--- config.mk ---
export PLATFORM = sky130hd
export DESIGN_NAME = clock_fnd_ctrl
export DESIGN_NICKNAME = d
export VERILOG_FILES = /design/src/rtl/clock_fnd_ctrl_pkg.sv /design/src/rtl/clock_fnd_decoder.sv /design/src/rtl/clock_fnd_ctrl.sv
export SDC_FILE = /design/constraint.sdc
export NUM_CORES = 1
export LEC_CHECK = 0
export BUFFER_PORTS_ARGS = -buffer_cell sky130_fd_sc_hd__buf_2
export CORE_AREA = 4 4 88 90
export CTS_CLUSTER_SIZE = 14
export DETAILED_ROUTE_END_ITERATION = 12
export DIE_AREA = 0 0 92 94
export PLACE_DENSITY_LB_ADDON = 0.05
export RECOVER_POWER = 50
export SLEW_MARGIN = 20
export SYNTH_ARGS = -nofsm -noshare
export SYNTH_HDL_FRONTEND = slang
export SYNTH_SLANG_ARGS = --single-unit
--- constraint.sdc ---
create_clock -name clk -period 6.2 [get_ports clk]
set_input_delay 0.93 -clock clk [delete_from_list [all_inputs] [get_ports clk]]
set_output_delay 0.93 -clock clk [all_outputs]
set_load 0.01 [all_outputs]
--- src/rtl/clock_fnd_ctrl_pkg.sv ---
// Shared constants for the clock FND display stage: segment patterns,
// dp bit position, default scan period and per-field maxima.
package clock_fnd_ctrl_pkg;

    localparam int SCAN_COUNT_DEF = 100000;
    localparam int DP_BIT         = 7;

    // Active-low segment patterns, bits 6..0 = g..a
    localparam logic [6:0] SEG_0    = 7'h40;
    localparam logic [6:0] SEG_1    = 7'h79;
    localparam logic [6:0] SEG_2    = 7'h24;
    localparam logic [6:0] SEG_3    = 7'h30;
    localparam logic [6:0] SEG_4    = 7'h19;
    localparam logic [6:0] SEG_5    = 7'h12;
    localparam logic [6:0] SEG_6    = 7'h02;
    localparam logic [6:0] SEG_7    = 7'h78;
    localparam logic [6:0] SEG_8    = 7'h00;
    localparam logic [6:0] SEG_9    = 7'h10;
    localparam logic [6:0] SEG_DASH = 7'h3F;

    localparam logic [6:0] MSEC_MAX = 7'd99;
    localparam logic [6:0] SEC_MAX  = 7'd59;
    localparam logic [6:0] MIN_MAX  = 7'd59;
    localparam logic [6:0] HOUR_MAX = 7'd23;

    typedef struct packed {
        logic [3:0] tens;
        logic [3:0] ones;
        logic       dash;
    } field_bcd_t;

endpackage

--- src/rtl/clock_fnd_decoder.sv ---
// One BCD digit (or dash) to an active-low 7-segment pattern.
module clock_fnd_decoder
    import clock_fnd_ctrl_pkg::*;
(
    input  logic [3:0] bcd,
    input  logic       dash,
    output logic [6:0] seg
);

    always_comb begin
        seg = SEG_DASH;
        if (!dash) begin
            case (bcd)
                4'd0:    seg = SEG_0;
                4'd1:    seg = SEG_1;
                4'd2:    seg = SEG_2;
                4'd3:    seg = SEG_3;
                4'd4:    seg = SEG_4;
                4'd5:    seg = SEG_5;
                4'd6:    seg = SEG_6;
                4'd7:    seg = SEG_7;
                4'd8:    seg = SEG_8;
                4'd9:    seg = SEG_9;
                default: seg = SEG_DASH;
            endcase
        end
    end

endmodule

--- src/rtl/clock_fnd_ctrl.sv ---
// Time-multiplexed 4-digit common-anode FND driver for the clock datapath:
// shows sec.msec or hour.min with a 1 Hz blinking separator on digit 2.
module clock_fnd_ctrl
    import clock_fnd_ctrl_pkg::*;
#(
    parameter int SCAN_COUNT   = SCAN_COUNT_DEF,
    parameter int BLINK_THRESH = 50
) (
    input  logic       clk,
    input  logic       rst,
    input  logic       sel_mode,
    input  logic [6:0] msec,
    input  logic [5:0] sec,
    input  logic [5:0] min,
    input  logic [4:0] hour,
    output logic [3:0] fnd_com,
    output logic [7:0] fnd_data
);

    localparam int         CNT_W   = (SCAN_COUNT > 1) ? $clog2(SCAN_COUNT) : 1;
    localparam logic [6:0] BLINK_T = 7'(BLINK_THRESH);

    function automatic field_bcd_t split_field(input logic [6:0] v, input logic [6:0] vmax);
        field_bcd_t f;
        f.tens = 4'(v / 7'd10);
        f.ones = 4'(v % 7'd10);
        f.dash = (v > vmax);
        return f;
    endfunction

    logic [CNT_W-1:0] scan_cnt;
    logic [1:0]       digit_sel;
    logic             scan_wrap;

    field_bcd_t low_f;
    field_bcd_t high_f;
    logic [3:0] digit_bcd;
    logic       digit_dash;
    logic [6:0] digit_seg;
    logic       dp_on;
    logic [7:0] data_nxt;

    logic [3:0] com_p1;
    logic [7:0] data_p1;

    assign scan_wrap = (scan_cnt == CNT_W'(SCAN_COUNT - 1));

    always_ff @(posedge clk or negedge rst) begin
        if (!rst) begin
            scan_cnt  <= '0;
            digit_sel <= 2'd0;
        end else if (scan_wrap) begin
            scan_cnt  <= '0;
            digit_sel <= digit_sel + 2'd1;
        end else begin
            scan_cnt  <= scan_cnt + CNT_W'(1);
        end
    end

    assign low_f  = sel_mode ? split_field({1'b0, min}, MIN_MAX)
                             : split_field(msec, MSEC_MAX);
    assign high_f = sel_mode ? split_field({2'b00, hour}, HOUR_MAX)
                             : split_field({1'b0, sec}, SEC_MAX);

    always_comb begin
        digit_bcd  = low_f.ones;
        digit_dash = low_f.dash;
        case (digit_sel)
            2'd0: begin
                digit_bcd  = low_f.ones;
                digit_dash = low_f.dash;
            end
            2'd1: begin
                digit_bcd  = low_f.tens;
                digit_dash = low_f.dash;
            end
            2'd2: begin
                digit_bcd  = high_f.ones;
                digit_dash = high_f.dash;
            end
            default: begin
                digit_bcd  = high_f.tens;
                digit_dash = high_f.dash;
            end
        endcase
    end

    clock_fnd_decoder u_decoder (
        .bcd  (digit_bcd),
        .dash (digit_dash),
        .seg  (digit_seg)
    );

    // Separator dp blinks off msec in both modes, always on digit 2
    assign dp_on = (digit_sel == 2'd2) && (msec < BLINK_T);

    always_comb begin
        data_nxt         = {1'b1, digit_seg};
        data_nxt[DP_BIT] = ~dp_on;
    end

    // Output register stage: p0 (digit_sel, inputs) -> p1 (pins)
    always_ff @(posedge clk or negedge rst) begin
        if (!rst) begin
            com_p1  <= 4'b1111;
            data_p1 <= 8'hFF;
        end else begin
            com_p1  <= ~(4'b0001 << digit_sel);
            data_p1 <= data_nxt;
        end
    end

    assign fnd_com  = com_p1;
    assign fnd_data = data_p1;

endmodule

; ---- Word-level counts from Yosys, hierarchy flattened
; Memory sizes are Yosys's and may differ from the RTL's.
; Cells that the tools add are included.
; Widths: inputs -> output; s select.
[totals]
ff_bits = 31
mem_bits_ro = 112
input_bits = 27
output_inout_bits = 12
n_memories = 1
wordCells = 35
[classes]
addsub = 2
n_reduce_logical = 3
n_bitwise = 2
n_div = 8
n_lt_le_gt_ge = 5
eq_ne = 3
shift = 1
n_mux = 6
[mem_list]
columns = name, words, width, read_ports, rd_ports_with_merged_regs, write_ports, line_no
row1 = (no name shown), 16, 7, 1, 0, 0, clock_fnd_decoder.sv:13  ; case (bcd)
[op_table]
columns = cell, n
row1 = $mux 9, 2
row2 = $add 17x1->17 const B, 1
row3 = $eq 17x17->1 const B, 1
row4 = $mux 17, 1
row5 = $div 6x4->7 const B, 2
row6 = $mod 6x4->7 const B, 2
row7 = $gt 6x6->1 const B, 2
row8 = $pmux 4 s3, 1
row9 = $div 5x4->7 const B, 1
row10 = $div 7x4->7 const B, 1
row11 = $gt 7x7->1 const B, 1
row12 = $lt 7x6->1 const B, 1
row13 = $mod 5x4->7 const B, 1
row14 = $mod 7x4->7 const B, 1
row15 = $mux 7, 1
row16 = $gt 5x5->1 const B, 1
row17 = $not 4->4, 1
row18 = $shl 1x2->4 const A, 1
row19 = $add 2x1->2 const B, 1
row20 = $eq 2x1->1 const B, 1
row21 = $eq 2x2->1 const B, 1
row22 = $logic_not 2->1, 1
row23 = $reduce_or 2->1, 1
row24 = $logic_and 1x1->1, 1
row25 = other kinds (2), 2

; ---- Longest topological paths before layout
; Gate-level depths: netlist (run 1).
; An unclocked memory read counts as a cell.
[depth]
depth_word = 5
mapped_depth = 24
mapped_depth_nobuf = 23

; ---- Cells and area by module
; A second synthesis (run 1) with hierarchy kept.
[unflattened]
cells_unflattened = 251
hier_area_um2 = 2372.3
[by_module_without_submodules]
columns = mod, instances, cells_per_inst, area_per_inst_um2
row1 = clock_fnd_ctrl, 1, 216, 2142.1
row2 = clock_fnd_decoder, 1, 35, 230.2

; ---- Least setup slack after synthesis (run 1)
; No wires, ideal clock.
[synth_path]
kind = input to register
startpoint = input sel_mode
endpoint = register data_p1[3], in the netlist fnd_data[3]
required_time_ns = 6.102
t_arrival_ns = 4.747
setup_time_ns = 0.098
path_stages = 20
path_slack_ns = 1.354
path_cell_list = buf_6 -> buf_2 -> buf_2 -> and4bb_2 -> nand2_1 -> and2_1 -> ha_1 -> a21o_1 -> a221o_1 -> nand2_1 -> ha_1 -> inv_1 -> o31ai_1 -> a311oi_1 -> a31oi_2 -> a31oi_1 -> o32ai_2 -> ha_1 -> and3_1 -> a221oi_1
[synth_via]
elab_chain_cells = 4
word_cells_on_any_way = 6
[synth_rtl]
columns = element, line_no
row1 = from (decl), clock_fnd_ctrl.sv:11  ; input logic sel_mode,
row2 = "$mux 9, on equally long branches", "clock_fnd_ctrl.sv:62, clock_fnd_ctrl.sv:60"
row3 = $pmux 4 s3, clock_fnd_ctrl.sv:68  ; case (digit_sel)
row4 = $mem_v2 16x7, -
row5 = $mux 7 (*), clock_fnd_decoder.sv:12  ; if (!dash) begin
row6 = via data_nxt[3], clock_fnd_ctrl.sv:41  ; logic [7:0] data_nxt;
row7 = to (signal assigned), clock_fnd_ctrl.sv:109  ; data_p1 <= data_nxt;
row8 = to (decl), clock_fnd_ctrl.sv:44  ; logic [7:0] data_p1;
; Mark *: on every way through the listed nets, which the timed path passes. The rest lies on a longest branch.
; A chain may end at the register's enable or synchronous reset.

; ---- Worst setup path in the final report (run 1)
[layout_path]
startpoint = register digit_sel[1]
endpoint = register data_p1[3], in the netlist fnd_data[3]
[layout_via]
elab_chain_cells = 4
word_cells_on_any_way = 8
[layout_rtl]
columns = element, line_no
row1 = from (decl), clock_fnd_ctrl.sv:32  ; logic [1:0] digit_sel;
row2 = from (signal assigned), clock_fnd_ctrl.sv:54  ; digit_sel <= digit_sel + 2'd1;
row3 = $eq 2x2->1 (tied with other cells), clock_fnd_ctrl.sv:68
row4 = $pmux 4 s3 or $reduce_or 2->1 (tied branches), -
row5 = $mem_v2 16x7 or $mux 1 (tied branches), -
row6 = $mux 7 (*), clock_fnd_decoder.sv:12
row7 = via data_nxt[3], clock_fnd_ctrl.sv:41
; Marks and branches as above.

==> run_results.csv, run 1 <==
group,metric,value,unit
sta,final-setup-viol-count,0,
synthesis,synth-adder-area-share,0.0696,
synthesis,synth_flop_cell,"dfrtp_1",
synthesis,netlist-cell-type-count,72,
setup_path,end_kind,"register",
floorplan,core-area,0.00706,mm2
sta,finalMaxSlewViolations,32,
min_path,hold_depth,1,
synthesis,yosysTopAreaCellShare,0.176,
power,p_leak,1.24,nW
synthesis,syn_inst,270,
power,powerDensity,196,mW/mm2
layout,final_common_cell,"buf_2",
floorplan,start_util,0.382,
global_routing,grt_pass1_vias,2219,
sta,max_freq,194,MHz
setup_path,critical_path_class,"register to register",
clocking,cts_tree,"yes",
global_routing,antenna_found_initial,0,
layout,finish.utilization,0.427,
clocking,cts_sinks,31,
floorplan,num_io_pins,39,
sta,hold_violations,0,
layout,finalNetCount,345,
global_routing,grt_pass1_wl,11200,um
sta,fin_crit_sh,0.832,
synthesis,synth_warnings,0,
setup_path,critPathLaunchType,"register",
min_path,hold_path.class,"register to register",
synthesis,synth_seq_cells,31,
clocking,cts.path.max_buffers,2,
clocking,htreeDepth,2,
clocking,cts_buffers,5,
synthesis,synth_top_cells_by_area,"dfrtp_1 18%, dfstp_2 12%, mux4_2 7.5%",
detailed_routing,post-route-drc-count,0,
synthesis,yosysTopAreaCell,"dfrtp_1",
placed_design,hpwlAfterDp,4970,um
setup_path,arrival,5.34,ns
detailed_routing,dr.pass1.iters,4,
setup_path,r2r-start,"digit_sel[1]$_DFFE_PN0N_",
synthesis,synth_top_family_by_area,"compound AO/OA/AOI/OAI gates",
sta,max_slew_margin,-0.117,
synthesis,ys_seq_area_frac,0.293,
layout,diodes,0,
floorplan,fp-row-count,31,
setup_path,required,6.38,ns
sta,min_period,5.16,ns
sta,tightest_slew,1.68,ns
setup_path,r2r_end,"fnd_data[3]$_DFF_PN1_",
setup_path,critPathMaxFanout,12,
global_routing,grt_overflow_total,0,
outcome,violations,"max-capacitance violations, max-slew violations",
layout,drive_gt1_frac,0.283,
setup_path,r2r_slack,1.04,ns
synthesis,synthArstFlopShare,1.00,
power,ir_drop,0.0810,mV
floorplan,die-height,94,um
floorplan,die_w,92,um
power,p_total,0.593,mW
detailed_routing,routedWlPerCell,16.1,um
clocking,cts_resized,0,
synthesis,syn_area,0.00270,mm2
synthesis,avgSynthCellArea,9.99,um2
run,cap_violations,1,
sta,setup_tns,0,ns
detailed_routing,dr_total_vias,2257,
layout,fillers,724,
clocking,worst_skew_pair.late_latency,0.28,ns
placed_design,place.gp.congestion,0.820,
sta,fin_skew,0.00884,ns
placed_design,portBuffers,38,
detailed_routing,antenna_left,0,
floorplan,die-area,0.00865,mm2
synthesis,syn-num-nets,312,
sta,rsz0062_at_grt,"false",
min_path,min_to,"scan_cnt[0]$_DFF_PN0_",
clocking,cts_setup_buffers,0,
global_routing,grt_max_degree,32,
outcome,status,"finished with violations",
synthesis,synth-xor-area-share,0.0520,
detailed_routing,finalWirelength,6500,um
setup_path,worst_r2r_path_depth,20,
clocking,clkTransAtPathRegs,0.06,ns
layout,layout_common_cells,"37 x buf_2, 22 x nand2_1, 19 x dfrtp_1",
detailed_routing,routed_via_density,5.60,
synthesis,synth_compound_area_frac,0.228,
synthesis,synth_edf_count,0,
detailed_routing,first_iter_violations,135,
clocking,root_buffer,"clkbuf_8",
min_path,worstHoldStart,"scan_cnt[0]$_DFF_PN0_",
synthesis,yosys.area_share.simple,0.200,
layout,syn2layout_area_growth,11.9,%
clocking,ctsHoldBuffers,0,
synthesis,muxShareOfSynthArea,0.105,
global_routing,gr-usage-all-layers,0.161,
==> synth_stat cells, types with 2 or more instances <==
library cell	n
a2111oi_4	2
a211oi_1	4
a211oi_2	2
a21boi_1	2
a21o_1	3
a21oi_1	3
a221oi_1	2
a31oi_1	5
and3_1	7
and4_1	3
buf_2	4
buf_6	4
clkbuf_1	3
dfrtp_1	19
dfstp_2	12
ha_1	15
inv_1	14
mux2_4	2
mux2i_1	4
mux4_2	9
nand2_1	22
nand2b_1	4
nand3_1	12
nand3b_1	2
nand4_1	5
nor2_1	18
nor2b_1	3
nor3_1	5
nor3b_1	2
nor4_1	2
o211ai_1	6
o21a_1	5
o21ai_0	6
o21ai_1	3
o221ai_2	2
o22a_1	2
o22ai_1	2
or3_1	2
xnor2_1	9
xor2_1	7
==> power breakdown <==
group          total (mW)  internal (mW)  switching (mW)  leakage (nW)
clock network       0.161         0.0894          0.0718        0.0482
registers           0.235          0.230         0.00409         0.377
logic               0.197         0.0859           0.111         0.813
==> layout make-up <==
type,instances,area [um2],share of cell area
Multi-Input combinational cell,212,1770,0.585
Sequential cell,31,791,0.262
Timing Repair Buffer,38,189,0.0626
Tap cell,99,124,0.0411
Clock buffer,7,86.3,0.0286
Inverter,15,56.3,0.0187
Clock inverter,1,5.00,0.00166
==> registers in the layout, indices dropped and copies added, names as in the netlist <==
name and flops:
scan_cnt 17, digit_sel 2, fnd_data 8, fnd_com 4
==> layer usage <==
metal,vias up,track usage,part of all wire
met4,0,0.0421,0.0089
li1,1091,-,-
met5,-,0,0
met1,1120,0.212,0.46
met3,8,0.0313,0.030
met2,38,0.271,0.50
==> per-stage QoR <==
step | std cells | hold slack (ns) | instance area, um2 | setup slack [ns]
6_report | 403 | 0.486 | 3020 | 1.04
5_1_grt | 403 | 0.520 | 3020 | 0.601
4_1_cts | 403 | 0.492 | 3020 | 1.04
3_5_place_dp | 395 | 0.483 | 2930 | 1.03
3_3_place_gp | 395 | 0.480 | 2930 | 1.08
2_1_floorplan | 270 | 0.448 | 2700 | 1.35
==> critical path, stage by stage, from the launching register on <==
cell and delay, ns:
dfrtp_1 0.40, inv_1 0.10, ha_1 0.56, mux4_2 0.60, nand2_1 0.17, and2_1 0.16, ha_1 0.20, a21o_1 0.18
o21ai_1 0.11, a221o_1 0.35, nand2_1 0.11, ha_1 0.17, inv_1 0.04, o31ai_1 0.23, a311oi_1 0.09, a31oi_2 0.29
a31oi_1 0.14, o32ai_2 0.46, ha_1 0.33, and3_1 0.15, a221oi_1 0.23
==> kinds of logic (layout without fill, tap and decap cells) <==
| logic type | Yosys count | after routing |
|---|---|---|
| buffers and inverters | 27 | 61 |
| and+or+nand+nor | 96 | 96 |
| adders and majority gates | 15 | 15 |
| xor gates and xnor gates | 16 | 16 |
| DFF | 31 | 31 |
| muxes | 16 | 16 |
| AOI/OAI and AO/OA | 69 | 69 |
==> worst max path at each step <==
stage | slack [ns] | cells after the start | startpoint | endpoint
detailed placement | 1.03 | 19 | sel_mode | fnd_data[3]$_DFF_PN1_
floorplan | 1.35 | 20 | sel_mode | fnd_data[3]$_DFF_PN1_
CTS | 1.04 | 20 | digit_sel[1]$_DFFE_PN0N_ | fnd_data[3]$_DFF_PN1_
finish | 1.04 | 20 | digit_sel[1]$_DFFE_PN0N_ | fnd_data[3]$_DFF_PN1_
global placement | 1.08 | 19 | sel_mode | fnd_data[3]$_DFF_PN1_
global route | 0.60 | 20 | digit_sel[1]$_DFFE_PN0N_ | fnd_data[3]$_DFF_PN1_
(Power assumes the default switching activity.)
==> run 2, diff against run 1 <==
==> constraint.sdc (replaced) <==
create_clock -name clk -period 4.7 [get_ports clk]
set_input_delay 0.705 -clock clk [delete_from_list [all_inputs] [get_ports clk]]
set_output_delay 0.705 -clock clk [all_outputs]
set_load 0.01 [all_outputs]
==> run_results.csv, run 2 (synthesis results as in run 1) <==
group,metric,value,unit
global_routing,gr-usage-all-layers,0.164,
placed_design,hpwlAfterDp,5080,um
sta,fin_skew,0.00462,ns
clocking,clkTransAtPathRegs,0.06,ns
detailed_routing,dr.pass1.iters,4,
setup_path,setup.worst_path.end,"fnd_data[0]$_DFF_PN1_",
floorplan,die-area,0.00865,mm2
power,ir_drop,0.130,mV
clocking,cts.path.max_buffers,2,
setup_path,critPathMaxFanout,5,
layout,multi_input_area,0.00185,mm2
sta,max_freq,223,MHz
setup_path,max_stage_delay,0.52,ns
clocking,htreeDepth,2,
setup_path,r2r-start,"digit_sel[1]$_DFFE_PN0N_",
setup_path,required,4.88,ns
run,cap_violations,0,
detailed_routing,first_iter_violations,94,
floorplan,core-area,0.00706,mm2
clocking,ctsHoldBuffers,0,
setup_path,critical_path_class,"register to register",
layout,final_common_cell,"buf_2",
floorplan,start_util,0.382,
min_path,hold_path.class,"primary input to async pin",
layout,diodes,0,
detailed_routing,antenna_left,0,
outcome,status,"finished clean",
setup_path,r2r_end,"fnd_data[0]$_DFF_PN1_",
layout,syn2layout_area_growth,21.5,%
layout,layout_common_cells,"38 x buf_2, 24 x buf_4, 22 x nand2_1",
global_routing,grt_overflow_total,0,
clocking,root_buffer,"clkbuf_8",
setup_path,path_cells,"inv_2, ha_4, mux4_2, nand2_1, and2_4, ha_4, a21o_1, o21ai_1, a221o_1, nand2_1, ha_2, inv_1, o31ai_2, a311oi_2, a31oi_2, a31oi_2, o32ai_4, inv_2, ha_2, a2111oi_4, a221oi_1",
sta,min_period,4.49,ns
global_routing,antenna_found_initial,0,
layout,finalNetCount,369,
layout,largest_reg_flops,17,
clocking,cts_buffers,5,
detailed_routing,routedWlPerCell,15.7,um
setup_path,crit_slowest_cell,"mux4_2",
sta,hold_violations,0,
global_routing,grt_pass1_vias,2301,
floorplan,die_w,92,um
placed_design,place_ws,-0.0819,ns
detailed_routing,finalWirelength,6720,um
layout,fillers,715,
detailed_routing,post-route-drc-count,0,
power,p_leak,1.36,nW
floorplan,fp-row-count,31,
detailed_routing,routed_via_density,5.39,
setup_path,end_kind,"register",
power,p_total,0.812,mW
setup_path,r2r_slack,0.21,ns
sta,final-setup-viol-count,0,
placed_design,portBuffers,38,
setup_path,cp-startpoint,"digit_sel[1]$_DFFE_PN0N_",
global_routing,grt_max_degree,32,
clocking,cts_sinks,31,
floorplan,num_io_pins,39,
layout,regMostFlops,"scan_cnt",
sta,fin_ws,0.215,ns
clocking,cts_tree,"yes",
sta,tightest_slew,0.800,ns
layout,regArea,791,um2
setup_path,worst_r2r_path_depth,21,
clocking,worst_skew_pair.late_latency,0.28,ns
global_routing,grt_pass1_wl,11500,um
sta,fin_crit_sh,0.954,
sta,timing.hold.ws,0.473,ns
floorplan,die-height,94,um
layout,finish.utilization,0.464,
setup_path,arrival,4.67,ns
detailed_routing,dr_total_vias,2302,
setup_path,critPathLaunchType,"register",
layout,drive_gt1_frac,0.378,
power,powerDensity,248,mW/mm2
sta,finalMaxSlewViolations,0,
sta,max_slew_margin,0.461,
placed_design,place.gp.congestion,0.834,
==> run 2: per-stage QoR <==
stage	area (um2)	TNS, ns	cells
3_5_place_dp	3030	-0.155	409
4_1_cts	3120	0	417
5_1_grt	3280	-0.0989	427
3_3_place_gp	3030	-0.0102	409
2_1_floorplan	2700	0	270
6_report	3280	0	427
==> run 2: cell type report <==
cell class / instances / share of cell area
Multi-Input combinational cell: 212 / 0.566
Sequential cell: 31 / 0.241
Timing Repair Buffer: 62 / 0.113
Tap cell: 99 / 0.0378
Clock buffer: 7 / 0.0233
Inverter: 15 / 0.0172
Clock inverter: 1 / 0.00153
==> run 2: layer usage <==
| layer | vias up | share of wire | GRT usage |
|---|---|---|---|
| li1 | 1144 | - | - |
| met1 | 1113 | 0.50 | 0.235 |
| met4 | 0 | 0.0060 | 0.0309 |
| met2 | 38 | 0.47 | 0.261 |
| met3 | 7 | 0.033 | 0.0313 |
| met5 | - | 0 | 0 |
==> run 2: report_power, final <==
part	total [mW]	switching [mW]	leakage [nW]	internal (mW)
Sequential	0.311	0.00646	0.377	0.304
Clock	0.196	0.0927	0.0422	0.104
Combinational	0.305	0.162	0.940	0.143
==> run 2: repair_timing <==
action | 4_1_cts | 5_1_grt
pin swaps | 0 | 7
buffers inserted | 0 | 10
resized for setup | 1 | 16
setup endpoints to repair | 1 | 7
==> run 2: worst min path at each step <==
stage                                startpoint                  endpoint  slack [ns]  cells past startpoint
after floorplan                             rst  digit_sel[0]$_DFFE_PN0N_        0.41                      0
after global placement    scan_cnt[0]$_DFF_PN0_     scan_cnt[0]$_DFF_PN0_        0.48                      1
after detailed placement  scan_cnt[0]$_DFF_PN0_     scan_cnt[0]$_DFF_PN0_        0.48                      1
after CTS                                   rst    scan_cnt[14]$_DFF_PN0_        0.48                      1
after global routing      scan_cnt[0]$_DFF_PN0_     scan_cnt[0]$_DFF_PN0_        0.52                      1
final                                       rst     scan_cnt[9]$_DFF_PN0_        0.47                      1
==> run 2: worst max-delay path: cells and delay by family (launching register included) <==
family / cells / cell delay, ns
adders and majority gates: 4 / 0.66
DFF: 1 / 0.39
buffers and inverters: 3 / 0.24
muxes: 1 / 0.52
and+or+nand+nor: 3 / 0.36
AOI/OAI and AO/OA: 10 / 2.22
==> run 3, diff against run 2 <==
--- a/config.mk
+++ b/config.mk
@@ -6,13 +6,14 @@
 export NUM_CORES = 1
 export LEC_CHECK = 0
 export BUFFER_PORTS_ARGS = -buffer_cell sky130_fd_sc_hd__buf_2
-export CORE_AREA = 4 4 88 90
+export CORE_AREA = 4 4 83 85
 export CTS_CLUSTER_SIZE = 14
 export DETAILED_ROUTE_END_ITERATION = 12
-export DIE_AREA = 0 0 92 94
+export DIE_AREA = 0 0 87 89
 export PLACE_DENSITY_LB_ADDON = 0.05
 export RECOVER_POWER = 50
 export SLEW_MARGIN = 20
 export SYNTH_ARGS = -nofsm -noshare
 export SYNTH_HDL_FRONTEND = slang
+export SYNTH_HIERARCHICAL = 1
 export SYNTH_SLANG_ARGS = --single-unit
==> run_results.csv, run 3 <==
group,metric,value,unit
sta,timing.hold.ws,0.487,ns
setup_path,crit_buf_inv,4,
floorplan,die-area,0.00774,mm2
layout,drive_gt1_frac,0.279,
setup_path,arrival,4.41,ns
floorplan,fp-row-count,29,
clocking,htreeDepth,2,
layout,diodes,0,
setup_path,r2r-start,"digit_sel[0]$_DFFE_PN0N_",
synthesis,synth_top_cells_by_area,"dfrtp_1 20%, dfstp_2 13%, mux4_2 7.6%",
detailed_routing,first_iter_violations,177,
sta,rsz0062_at_grt,"false",
sta,final-setup-viol-count,0,
sta,min_period,4.21,ns
sta,fin_skew,0.00439,ns
global_routing,grt_pass1_vias,1948,
clocking,cts_sinks,31,
detailed_routing,dr.pass1.iters,4,
layout,layout_common_cells,"37 x buf_2, 23 x nor2_1, 19 x dfrtp_1",
power,ir_drop,0.164,mV
setup_path,crit_slowest_cell,"ha_1",
floorplan,die_w,87,um
min_path,min_to,"scan_cnt[0]$_DFF_PN0_",
layout,multi_input_area,0.00146,mm2
setup_path,end_kind,"register",
power,p_sw,0.218,mW
global_routing,grt_max_degree,32,
sta,fin_crit_sh,0.896,
sta,max_slew_margin,-0.0645,
layout,regArea,791,um2
detailed_routing,antenna_left,0,
floorplan,start_util,0.382,
setup_path,worst_r2r_path_depth,17,
global_routing,gr-usage-all-layers,0.156,
synthesis,ys_seq_area_frac,0.333,
setup_path,critPathLaunchType,"register",
sta,tightest_slew,1.60,ns
power,p_int,0.509,mW
setup_path,critical_path_class,"register to register",
floorplan,num_io_pins,39,
placed_design,place.gp.congestion,0.791,
clocking,cts.path.max_buffers,2,
synthesis,syn_area,0.00237,mm2
synthesis,syn-num-nets,289,
detailed_routing,post-route-drc-count,0,
synthesis,synth_edf_count,0,
clocking,ctsHoldBuffers,0,
layout,final_common_cell,"buf_2",
layout,regMostFlops,"scan_cnt",
detailed_routing,dr_total_vias,2030,
power,sw_frac_of_total,0.300,
setup_path,crit_top_cell,"inv_1",
clocking,cts_setup_buffers,0,
detailed_routing,routed_via_density,5.53,
setup_path,max_stage_delay,0.51,ns
placed_design,portBuffers,38,
clocking,root_buffer,"clkbuf_8",
detailed_routing,finalWirelength,5760,um
placed_design,hpwlAfterDp,4330,um
floorplan,die-height,89,um
outcome,status,"finished with violations",
sta,max_freq,237,MHz
clocking,cts_buffers,5,
sta,hold_violations,0,
sta,finalMaxSlewViolations,32,
run,cap_violations,1,
power,p_total,0.728,mW
layout,syn2layout_area_growth,13.9,%
setup_path,crit_family,"compound AO/OA/AOI/OAI gates",
global_routing,grt_pass1_wl,9540,um
global_routing,antenna_found_initial,0,
synthesis,avgSynthCellArea,9.45,um2
synthesis,synth_common_cells,"23 x nor2_1, 19 x dfrtp_1, 17 x inv_1",
sta,setup_tns,0,ns
global_routing,grt_overflow_total,0,
clocking,clkTransAtPathRegs,0.06,ns
layout,finalNetCount,328,
synthesis,yosysTopAreaCellShare,0.200,
power,p_seq_frac,0.422,
synthesis,synthArstFlopShare,1.00,
detailed_routing,routedWlPerCell,15.7,um
synthesis,synth_warnings,6,
synthesis,yosysMostFrequentCell,"nor2_1",
clocking,cts_tree,"yes",
setup_path,path_cells,"inv_1, ha_1, inv_1, a311oi_2, a32oi_1, o32a_2, o211ai_1, inv_1, ha_1, o221a_1, o21ai_0, o22a_1, inv_1, ha_1, or2_0, a211oi_2, nor2_1",
synthesis,synth_flop_cell,"dfrtp_1",
layout,fillers,619,
power,p_leak,1.11,nW
min_path,worstHoldStart,"scan_cnt[0]$_DFF_PN0_",
power,clkPwrFrac,0.283,
outcome,violations,"max-capacitance violations, max-slew violations",
setup_path,required,4.90,ns
setup_path,critPathMaxFanout,14,
synthesis,synth_seq_cells,31,
layout,largest_reg_flops,17,
clocking,worst_skew_pair.late_latency,0.27,ns
synthesis,syn_inst,251,
min_path,hold_path.class,"register to register",
power,combinationalPowerShare,0.294,
clocking,cts_resized,0,
synthesis,yosysTopAreaCell,"dfrtp_1",
power,powerDensity,269,mW/mm2
setup_path,r2r_slack,0.49,ns
floorplan,core-area,0.00620,mm2
min_path,hold_depth,1,
synthesis,netlist-cell-type-count,61,
setup_path,r2r_end,"fnd_data[0]$_DFF_PN1_",
run 3: how the worst max path moves through the flow:
| stage | start | endpoint | slack [ns] | cells past startpoint |
|---|---|---|---|---|
| floorplan | digit_sel[0]$_DFFE_PN0N_ | fnd_data[0]$_DFF_PN1_ | 1.23 | 16 |
| global placement | digit_sel[0]$_DFFE_PN0N_ | fnd_data[0]$_DFF_PN1_ | 0.61 | 17 |
| detailed placement | digit_sel[0]$_DFFE_PN0N_ | fnd_data[0]$_DFF_PN1_ | 0.49 | 17 |
| CTS | digit_sel[0]$_DFFE_PN0N_ | fnd_data[0]$_DFF_PN1_ | 0.49 | 17 |
| global route | digit_sel[0]$_DFFE_PN0N_ | fnd_data[0]$_DFF_PN1_ | 0.11 | 17 |
| finish | digit_sel[0]$_DFFE_PN0N_ | fnd_data[0]$_DFF_PN1_ | 0.49 | 17 |
run 3: power groups by stage:
stage	Clock [mW]	Combinational (mW)	Sequential, mW
after floorplan	0	0.131	0.326
after global placement	0	0.216	0.313
after detailed placement	0	0.214	0.312
after CTS	0.217	0.216	0.308
after global routing	0.228	0.242	0.310
final	0.206	0.214	0.307
run 3: through the flow:
step,worst slack (ns),util,instances,instance area [um2]
after floorplan,1.23,-,251,2370
after global placement,0.606,0.421,360,2620
after detailed placement,0.495,0.421,360,2620
after CTS,0.490,0.436,367,2700
after global routing,0.113,0.435,367,2700
final,0.488,0.435,367,2700
run 3: cells by family after synthesis:
family	after synthesis	share of synthesized area
AND/OR/NAND/NOR	98	0.222
AO/OA/AOI/OAI	56	0.174
flip-flops	31	0.333
buffers and inverters	25	0.0522
XOR/XNOR	16	0.0591
multiplexers	13	0.0981
adder cells (fa/ha/maj)	12	0.0622
run 3: cell type report:
cell class / count / area share
clock buffers: 6 / 0.0306
inverters: 18 / 0.0269
flip-flops and latches: 31 / 0.293
repair buffers: 39 / 0.0727
well taps: 77 / 0.0357
multi-input cells: 195 / 0.540
clock inverters: 1 / 0.00185
run 3: worst reg2reg max path, stage by stage, from the launching register on:
cell and delay, ns:
dfrtp_1 0.40, inv_1 0.13, ha_1 0.51, inv_1 0.19, a311oi_2 0.42, a32oi_1 0.24, o32a_2 0.25, o211ai_1 0.24
inv_1 0.09, ha_1 0.22, o221a_1 0.24, o21ai_0 0.15, o22a_1 0.25, inv_1 0.11, ha_1 0.18, or2_0 0.21
a211oi_2 0.25, nor2_1 0.08
run 3: per-layer routing:
layer	track usage	part of all wire
met5	0	0
met4	0.0354	0.0087
met3	0.0304	0.042
met2	0.235	0.44
met1	0.232	0.51
